## config.mk

```make
export PLATFORM = sky130hd
export DESIGN_NAME = sr_latch_sched
export DESIGN_NICKNAME = d
export VERILOG_FILES = /design/src/rtl/sr_latch_sched.sv
export SDC_FILE = /design/constraint.sdc
export NUM_CORES = 1
export LEC_CHECK = 0
export ABC_AREA = 1
export CAP_MARGIN = 20
export CELL_PAD_IN_SITES_DETAIL_PLACEMENT = 0
export CELL_PAD_IN_SITES_GLOBAL_PLACEMENT = 2
export CORE_MARGIN = 8
export CORE_UTILIZATION = 29
export CTS_BUF_LIST = sky130_fd_sc_hd__clkbuf_16
export DETAILED_ROUTE_END_ITERATION = 12
export GPL_ROUTABILITY_DRIVEN = 0
export GPL_TIMING_DRIVEN = 0
export HOLD_SLACK_MARGIN = 0.15
export PLACE_DENSITY = 0.82
export SETUP_SLACK_MARGIN = 0.4
export SLEW_MARGIN = 5
export SYNTH_ARGS = -nofsm -noshare
export SYNTH_HDL_FRONTEND = slang
export SYNTH_SLANG_ARGS = --single-unit
```

## constraint.sdc

```tcl
create_clock -name clk -period 5.2 [get_ports clk]
set_clock_uncertainty 0.2 [all_clocks]
set_input_delay 1.04 -clock clk [delete_from_list [all_inputs] [get_ports clk]]
set_output_delay 1.04 -clock clk [all_outputs]
set_load 0.02 [all_outputs]
```

## src/rtl/sr_latch_sched.sv

```systemverilog
// Round-robin arbiter/sequencer sharing one SR latch among REQ_N requesters; drives non-overlapping s/r pulses.
// Define SR_CHECK_EN to compare latch_q/latch_qbar against the expected value after every pulse (sticky err).
module sr_latch_sched #(
    parameter int REQ_N     = 4,
    parameter int PULSE_CYC = 2,
    parameter int GAP_CYC   = 1
) (
    input  logic                     clk,
    input  logic                     rst,
    input  logic [REQ_N-1:0]         req_valid,
    input  logic [REQ_N-1:0]         req_op,
    output logic [REQ_N-1:0]         req_ready,
    output logic                     latch_s,
    output logic                     latch_r,
    input  logic                     latch_q,
    input  logic                     latch_qbar,
    output logic                     exp_q,
    output logic [$clog2(REQ_N)-1:0] grant_id,
    output logic                     busy,
    output logic                     err
);

    localparam int ID_W    = $clog2(REQ_N);
    localparam int CNT_MAX = (PULSE_CYC > GAP_CYC) ? PULSE_CYC : GAP_CYC;
    localparam int CNT_W   = (CNT_MAX < 2) ? 1 : $clog2(CNT_MAX);
    localparam logic [CNT_W-1:0] PULSE_LD = CNT_W'(PULSE_CYC - 1);
    localparam logic [CNT_W-1:0] GAP_LD   = CNT_W'((GAP_CYC > 0) ? GAP_CYC - 1 : 0);

    // state  | meaning
    // INIT   | clearing r-pulse after reset
    // IDLE   | arbitrating, ready may be asserted
    // PULSE  | s or r held high for the accepted command
    // GAP    | s=r=0 guard time before the next grant
    typedef enum logic [1:0] {
        ST_INIT,
        ST_IDLE,
        ST_PULSE,
        ST_GAP
    } state_t;

    state_t            state, state_nxt;
    logic [CNT_W-1:0]  cnt, cnt_nxt;
    logic [ID_W-1:0]   rr_ptr, rr_nxt;
    logic [ID_W-1:0]   gid_nxt;
    logic              cmd_op, op_nxt;
    logic              chk_pend, chk_nxt;
    logic              s_nxt, r_nxt, exp_nxt, busy_nxt, err_nxt;

    logic              win_found;
    logic [ID_W-1:0]   win_idx;
    logic              win_op;
    int                idx;

    // first valid requester at or after rr_ptr, wrapping
    always_comb begin
        win_found = 1'b0;
        win_idx   = '0;
        idx       = 0;
        for (int k = 0; k < REQ_N; k++) begin
            idx = (int'(rr_ptr) + k) % REQ_N;
            if (!win_found && req_valid[ID_W'(idx)]) begin
                win_found = 1'b1;
                win_idx   = ID_W'(idx);
            end
        end
    end

    assign win_op = req_op[win_idx];

    always_comb begin
        req_ready = '0;
        if (state == ST_IDLE && win_found) begin
            req_ready[win_idx] = 1'b1;
        end
    end

    always_comb begin
        state_nxt = state;
        cnt_nxt   = cnt;
        s_nxt     = 1'b0;
        r_nxt     = 1'b0;
        exp_nxt   = exp_q;
        gid_nxt   = grant_id;
        rr_nxt    = rr_ptr;
        op_nxt    = cmd_op;
        chk_nxt   = 1'b0;
        case (state)
            ST_INIT: begin
                if (!latch_r) begin
                    r_nxt   = 1'b1;
                    cnt_nxt = PULSE_LD;
                end else if (cnt != '0) begin
                    r_nxt   = 1'b1;
                    cnt_nxt = cnt - 1'b1;
                end else begin
                    exp_nxt = 1'b0;
                    chk_nxt = 1'b1;
                    if (GAP_CYC > 0) begin
                        state_nxt = ST_GAP;
                        cnt_nxt   = GAP_LD;
                    end else begin
                        state_nxt = ST_IDLE;
                    end
                end
            end
            ST_IDLE: begin
                if (win_found) begin
                    gid_nxt = win_idx;
                    rr_nxt  = ID_W'((int'(win_idx) + 1) % REQ_N);
                    // a command matching the stored value needs no pulse
                    if (win_op != exp_q) begin
                        state_nxt = ST_PULSE;
                        cnt_nxt   = PULSE_LD;
                        op_nxt    = win_op;
                        s_nxt     = win_op;
                        r_nxt     = ~win_op;
                    end
                end
            end
            ST_PULSE: begin
                if (cnt != '0) begin
                    s_nxt   = cmd_op;
                    r_nxt   = ~cmd_op;
                    cnt_nxt = cnt - 1'b1;
                end else begin
                    exp_nxt = cmd_op;
                    chk_nxt = 1'b1;
                    if (GAP_CYC > 0) begin
                        state_nxt = ST_GAP;
                        cnt_nxt   = GAP_LD;
                    end else begin
                        state_nxt = ST_IDLE;
                    end
                end
            end
            ST_GAP: begin
                if (cnt != '0) begin
                    cnt_nxt = cnt - 1'b1;
                end else begin
                    state_nxt = ST_IDLE;
                end
            end
            default: begin
                state_nxt = ST_INIT;
            end
        endcase
        busy_nxt = (state_nxt != ST_IDLE);
    end

`ifdef SR_CHECK_EN
    assign err_nxt = err | (chk_pend & ((latch_q != exp_q) | (latch_qbar != ~exp_q)));
`else
    logic unused_fb;
    assign unused_fb = latch_q ^ latch_qbar;
    assign err_nxt   = 1'b0;
`endif

    always_ff @(posedge clk) begin
        if (rst) begin
            state    <= ST_INIT;
            cnt      <= '0;
            latch_s  <= 1'b0;
            latch_r  <= 1'b0;
            exp_q    <= 1'b0;
            grant_id <= '0;
            rr_ptr   <= '0;
            cmd_op   <= 1'b0;
            chk_pend <= 1'b0;
            busy     <= 1'b1;
            err      <= 1'b0;
        end else begin
            state    <= state_nxt;
            cnt      <= cnt_nxt;
            latch_s  <= s_nxt;
            latch_r  <= r_nxt;
            exp_q    <= exp_nxt;
            grant_id <= gid_nxt;
            rr_ptr   <= rr_nxt;
            cmd_op   <= op_nxt;
            chk_pend <= chk_nxt;
            busy     <= busy_nxt;
            err      <= err_nxt;
        end
    end

endmodule
```

-- Word level (Yosys, flattened, before mapping)
Index checks and enable logic that the tools add are counted.
- $add $sub $neg: 5
- magnitude comparators: 6
- eq/ne operators: 10
- mux-type cells: 50
- bitwise logic cells: 2
- reduce and logical (&&, ||, !) cells: 15
- operator list (kind ; count):
    2-to-1 mux 1 bit ; 29
    2-to-1 mux 2 bit ; 9
    less-than comparator 2 x 4 -> 1 bit (second input constant) ; 4
    binary-select mux 1 bit (select 2 bit) ; 5
    inequality test 2 bit (second input constant) ; 4
    one-hot mux 2 bit (4 select lines) ; 1
    one-hot mux 1 bit (3 select lines) ; 2
    logical AND 1 bit ; 5
    adder 2 x 1 -> 2 bit (second input constant) ; 2
    adder 2 bit (second input constant) ; 2
    equality test 2 bit (second input constant) ; 2
    2-to-1 mux 4 bit ; 1
    inequality test 2 x 1 -> 1 bit (second input constant) ; 2
    one-hot mux 1 bit (2 select lines) ; 2
    AND reduction 2 bit ; 2
    AND reduction 4 bit ; 1
    logical NOT 1 bit ; 3
    less-than comparator 2 x 3 -> 1 bit (second input constant) ; 1
    AND reduction 3 bit ; 1
    demux 1 bit (select 2 bit) ; 1
    equality test 2 x 1 -> 1 bit (second input constant) ; 1
    greater-or-equal comparator 2 x 1 -> 1 bit (second input constant) ; 1
    logical NOT 2 bit ; 1
    NOT 1 bit ; 2
    other kinds (4) ; 4
- bits in registers: 12
- output and inout bits: 11

-- Longest topological paths before layout
Gate-level depths: netlist of run 1.
- word-level depth: 20
- mapped depth: 20
- gate-level depth less buffers: 19

-- Least setup slack after synthesis of run 1
OpenSTA, ideal clock, no wires.
- path type: input-to-output
- from: in req_valid[1]
- to: out req_ready[2]
- arrival time: 2.288 ns
- required time: 3.960 ns
- path slack: 1.672 ns
- stages on the path: 12
- buffers on the path: 0
- cells stage by stage: inv_1 > nand2_2 > nand3_1 > nand2_2 > nor2_4 > nand3_1 > nand3_2 > nand2_2 > inv_1 > ha_1 > inv_1 > nor2_1
- cells in the longest elaborated chain, start to end: 18
- elaborated cells on any way between the ends: 33
- those cells by class: 2 x order compare; 23 x mux; 8 x reduce/logical
- RTL lines (item ; RTL line ; source):
    start: declaration ; 10 ; input logic [REQ_N-1:0] req_valid,
    binary-select mux 1 bit (select 2 bit) ; 61 ; if (!win_found && req_valid[ID_W'(idx)]) begin
    2-to-1 mux 1 bit (not written as such) (2 in series) ; 61 ;
    2-to-1 mux 1 bit ; 61 ;
    logical NOT 1 bit ; 61 ;
    logical AND 1 bit ; 61 ;
    2-to-1 mux 1 bit ; 61 ;
    logical NOT 1 bit ; 61 ;
    logical AND 1 bit ; 61 ;
    [... 2 more ...] ; -- ;
    logical AND 1 bit ; 61 ;
    2-to-1 mux 2 bit (*) ; 61 ;
    named net win_idx[1] ; 50 ; logic [ID_W-1:0] win_idx;
    less-than comparator 2 x 3 -> 1 bit (not written as such) or greater-or-equal comparator 2 x 1 -> 1 bit (tied branches) ; 73 ; req_ready[win_idx] = 1'b1;
    logical AND 1 bit (not written as such) ; 73 ;
    2-to-1 mux 1 bit (not written as such) ; 73 ;
    demux 1 bit (select 2 bit) (*) ; 73 ;
    2-to-1 mux 4 bit (*) ; 72 ; if (state == ST_IDLE && win_found) begin
    end: declaration ; 12 ; output logic [REQ_N-1:0] req_ready,
The timed path passes the listed nets; every way through them passes the cells marked *. The select of a mux whose other input is x is not followed.

-- Final worst setup path of run 1
- from: in req_valid[1]
- to: out req_ready[3]
Same word-level chain as after synthesis.

==> summary.md, run 1 <==
| Metric | Value |
|---|---|
| Nets | `213` |
| Simple-Gate Fraction of Synth Area | `approximately two fifths` |
| Clk sinks | `12` |
| IO buf count | `19` |
| Die area | `6050 um^2` |
| Syn avg cell area | `6.59 um^2` |
| Worst path arrival time | `3.27 ns` |
| Max Cap Viol | `0` |
| Pin count of the biggest net entering global routing | `11` |
| Die height | `77.8 um` |
| Global route total overflow | `0` |
| Critical Path Sink Type | `output pin` |
| Net Switching | `490 uW` |
| FMAX | `222 MHz` |
| Hold Vio Cnt, Final | `0` |
| Min Tclk post-route | `between 4 and 5 ns` |
| Clock share of power | `14.5%` |
| CP Class | `in2out` |
| Vias in the first global route | `947` |
| CTS tree | `built` |
| Worst-path fanout max | `5` |
| Mux contribution to synthesized area | `0%` |
| Crit-path cells | `clkdlybuf4s50_1 > inv_1 > nand2_2 > nand3_1 > nand2_2 > nor2_4 > nand3_1 > nand3_2 > nand2_2 > inv_1 > ha_1 > inv_1 > nor2_1 > clkdlybuf4s50_1` |
| Max Slew Vio Count | `0` |
| Sequential fraction of the synthesis area | `21.7%` |
| Vias/cell | `4.45` |
| Status | `completed` |
| Final wirelength | `~2700 um` |
| Vias | `1058` |
| Worst EP required | `3.96 ns` |
| RSZ-0062 raised after global routing | `false` |
| Mapped Nets | `roughly 190` |
| #FFs+latches synth | `12` |
| Setup TNS | `0 ns` |
| Power Density | `667 nW/um^2` |
| CTS H-tree lvls | `1` |
| Post-synthesis compound-gate area fraction | `roughly 15%` |
| Post-synthesis xor/xnor area fraction | `0%` |
| Worst path bufs/invs | `5` |
| Global-route wire length before repair | `around 4400 um` |
| Worst Hold Slack | `0.268 ns` |
| Most frequent cells in the layout | `nand2_1, inv_1, clkdlybuf4s50_1` |
| CTS Root Cell | `clkbuf_16` |
| Comb power frac | `69.4%` |
| Util after Layout | `about two fifths` |
| Tot GR Track Use | `8.90%` |
| Row Count | `22` |
| Worst vdd ir | `246 uV` |
| Sequential group share of total power | `between 15 and 20%` |
| Clock transition at path regs | `0.04 ns` |
| Int Power | `~470 uW` |
| Antenna Nets Post-Route | `0` |
| Diode count | `0` |
| Area growth, synth to finish | `29.4%` |
| Clock latency at the later pin of the worst-skew pair | `about 0.24 ns` |
| Cts-stage hold buffer count | `0` |
| DR pass1 iterations | `4` |
| Largest family of logic cells by synthesized area | `simple AND/OR/NAND/NOR gates` |
| Yosys cell types | `26` |
| Type of origin of the critical path | `input pin` |
| Starting Density | `between 30 and 40%` |
| Post-cts repair resize count | `0` |
| Mapped Cells | `~170` |
| Adder-Cell Fraction of Synth Area | `10.2%` |
| Wire per inst | `roughly 11 um` |
| Core ar. | `3660 um^2` |
| Filler cells | `390` |
| Delay-heaviest family, CP | `buffers and inverters` |
| Iter 0 DRT Violations | `30` |
| Worst min path class | `reg2reg` |
| Dpl hpwl | `roughly 2200 um` |
| Die width | `slightly below 80 um` |
| Post-route DRC | `0` |
| Initial antenna violation count | `0` |
| Synth warn | `0` |
| Final setup vio count | `0` |
| Postcts setup bufs | `0` |
| Slew @ Worst Pin | `0.509 ns` |
| Io pins | `23` |
| Switching share of power | `51.3%` |
| Worst path slowest cell | `clkdlybuf4s50_1` |
| Worst-case clock buffer depth | `2` |
| Rel. slew slack | `65.7%` |
| Ratio of cells with drive above 1 in the final layout | `19.5%` |
| Fin crit share | `86.7%` |
| Commonest non-fill, non-tap cell in the layout | `nand2_1` |
| Post-Syn Area | `1110 um^2` |
| CP max stage delay | `0.61 ns` |
| Leak Pwr | `0.699 nW` |
| CTS buffer count | `3` |
-- per-layer routing --
metal | global-route usage, % | routed length, um | vias up
li1 | - | - | 570
met1 | 12.4 | 1350 | 462
met2 | 11.9 | 1090 | 21
met3 | 3.23 | 163 | 5
met4 | 3.40 | 43 | 0
met5 | 0 | 0 | -
-- sequential cells by signal, summed over array words and instances, names as in the netlist --
name / count
state: 2
latch_r: 1
latch_s: 1
cmd_op: 1
busy: 1
cnt: 1
grant_id: 2
rr_ptr: 2
exp_q: 1
-- cells by family after synthesis --
| logic type | Yosys count |
|---|---|
| AND/OR/NAND/NOR | 87 |
| buffers and inverters | 34 |
| AO/OA/AOI/OAI | 25 |
| flip-flops | 12 |
| adder cells (fa/ha/maj) | 9 |
| other | 1 |
-- synthesized netlist by cell type --
library cell | n | share of area (%)
nor2_1 | 7 | 2.4
o22ai_2 | 1 | 1.1
o21ai_2 | 2 | 1.6
inv_4 | 1 | 0.57
nand3_4 | 1 | 1.6
buf_6 | 1 | 1.0
o31a_1 | 1 | 0.79
nand2_2 | 13 | 7.3
nand3_2 | 4 | 3.6
buf_4 | 2 | 1.4
ha_1 | 9 | 10
a21oi_4 | 1 | 1.5
o21ai_0 | 9 | 4.1
nor2_4 | 1 | 1.0
inv_2 | 2 | 0.68
a21oi_1 | 8 | 3.6
nand2_4 | 2 | 2.0
conb_1 | 1 | 0.34
or2_2 | 1 | 0.57
dfxtp_1 | 12 | 22
nand4_1 | 1 | 0.57
inv_1 | 28 | 9.5
nand2_1 | 46 | 16
a21oi_2 | 2 | 1.6
o32ai_1 | 1 | 0.79
nand3_1 | 11 | 5.0
-- area by class of cell --
class | instances | area [um^2] | share of cell area [%]
clock buffers | 3 | 75.1 | 5.24
repair buffers | 19 | 190 | 13.3
plain buffers | 3 | 26.3 | 1.83
flip-flops and latches | 12 | 240 | 16.8
multi-input cells | 122 | 722 | 50.4
inverters | 31 | 119 | 8.30
well taps | 48 | 60.1 | 4.19
-- worst reg2reg max path, cell delays in order, from the launching register on --
cell	delay, ns
dfxtp_1	0.33
buf_4	0.18
nand2_2	0.07
nand3_1	0.13
nand2_2	0.09
nor2_4	0.16
nand3_4	0.14
nand3_2	0.15
nand2_1	0.08
nand3_2	0.08
nand2_2	0.07
ha_1	0.27
inv_1	0.08
a21oi_2	0.21
nand2_2	0.09
a21oi_4	0.12
nand2_1	0.06
-- stage by stage --
stage | cell area [um^2] | power [mW] | std cells | setup WS, ns
6_report | 1430 | 0.956 | 238 | 0.689
5_1_grt | 1430 | 1.06 | 238 | 0.473
4_1_cts | 1430 | 0.968 | 238 | 0.668
3_5_place_dp | 1360 | 0.823 | 235 | 0.676
3_3_place_gp | 1360 | 0.824 | 235 | 0.697
2_1_floorplan | 1110 | 0.666 | 168 | 1.67
-- power groups by stage --
stage / clock [mW] / combinational [mW] / sequential (mW)
floorplan: 0 / 0.500 / 0.166
global placement: 0 / 0.669 / 0.155
detailed placement: 0 / 0.667 / 0.156
CTS: 0.142 / 0.671 / 0.155
global route: 0.145 / 0.752 / 0.160
finish: 0.138 / 0.664 / 0.154
-- final timing paths --
path	end	depth (start not counted)	start	slack, ns
min reg2reg	grant_id[0]	2	grant_id[0]	0.27
max reg2reg	busy	16	rr_ptr[0]	2.58
min	grant_id[0]	2	grant_id[0]	0.27
max	req_ready[3]	14	req_valid[1]	0.69
Note: power is estimated with default switching activity, not from simulation.
==> run 2: changes to the inputs <==
- CTS_CLUSTER_DIAMETER: not set -> 200
==> results of run 2 <==
No change in the layout: final DEF, timing and power equal those of run 1.
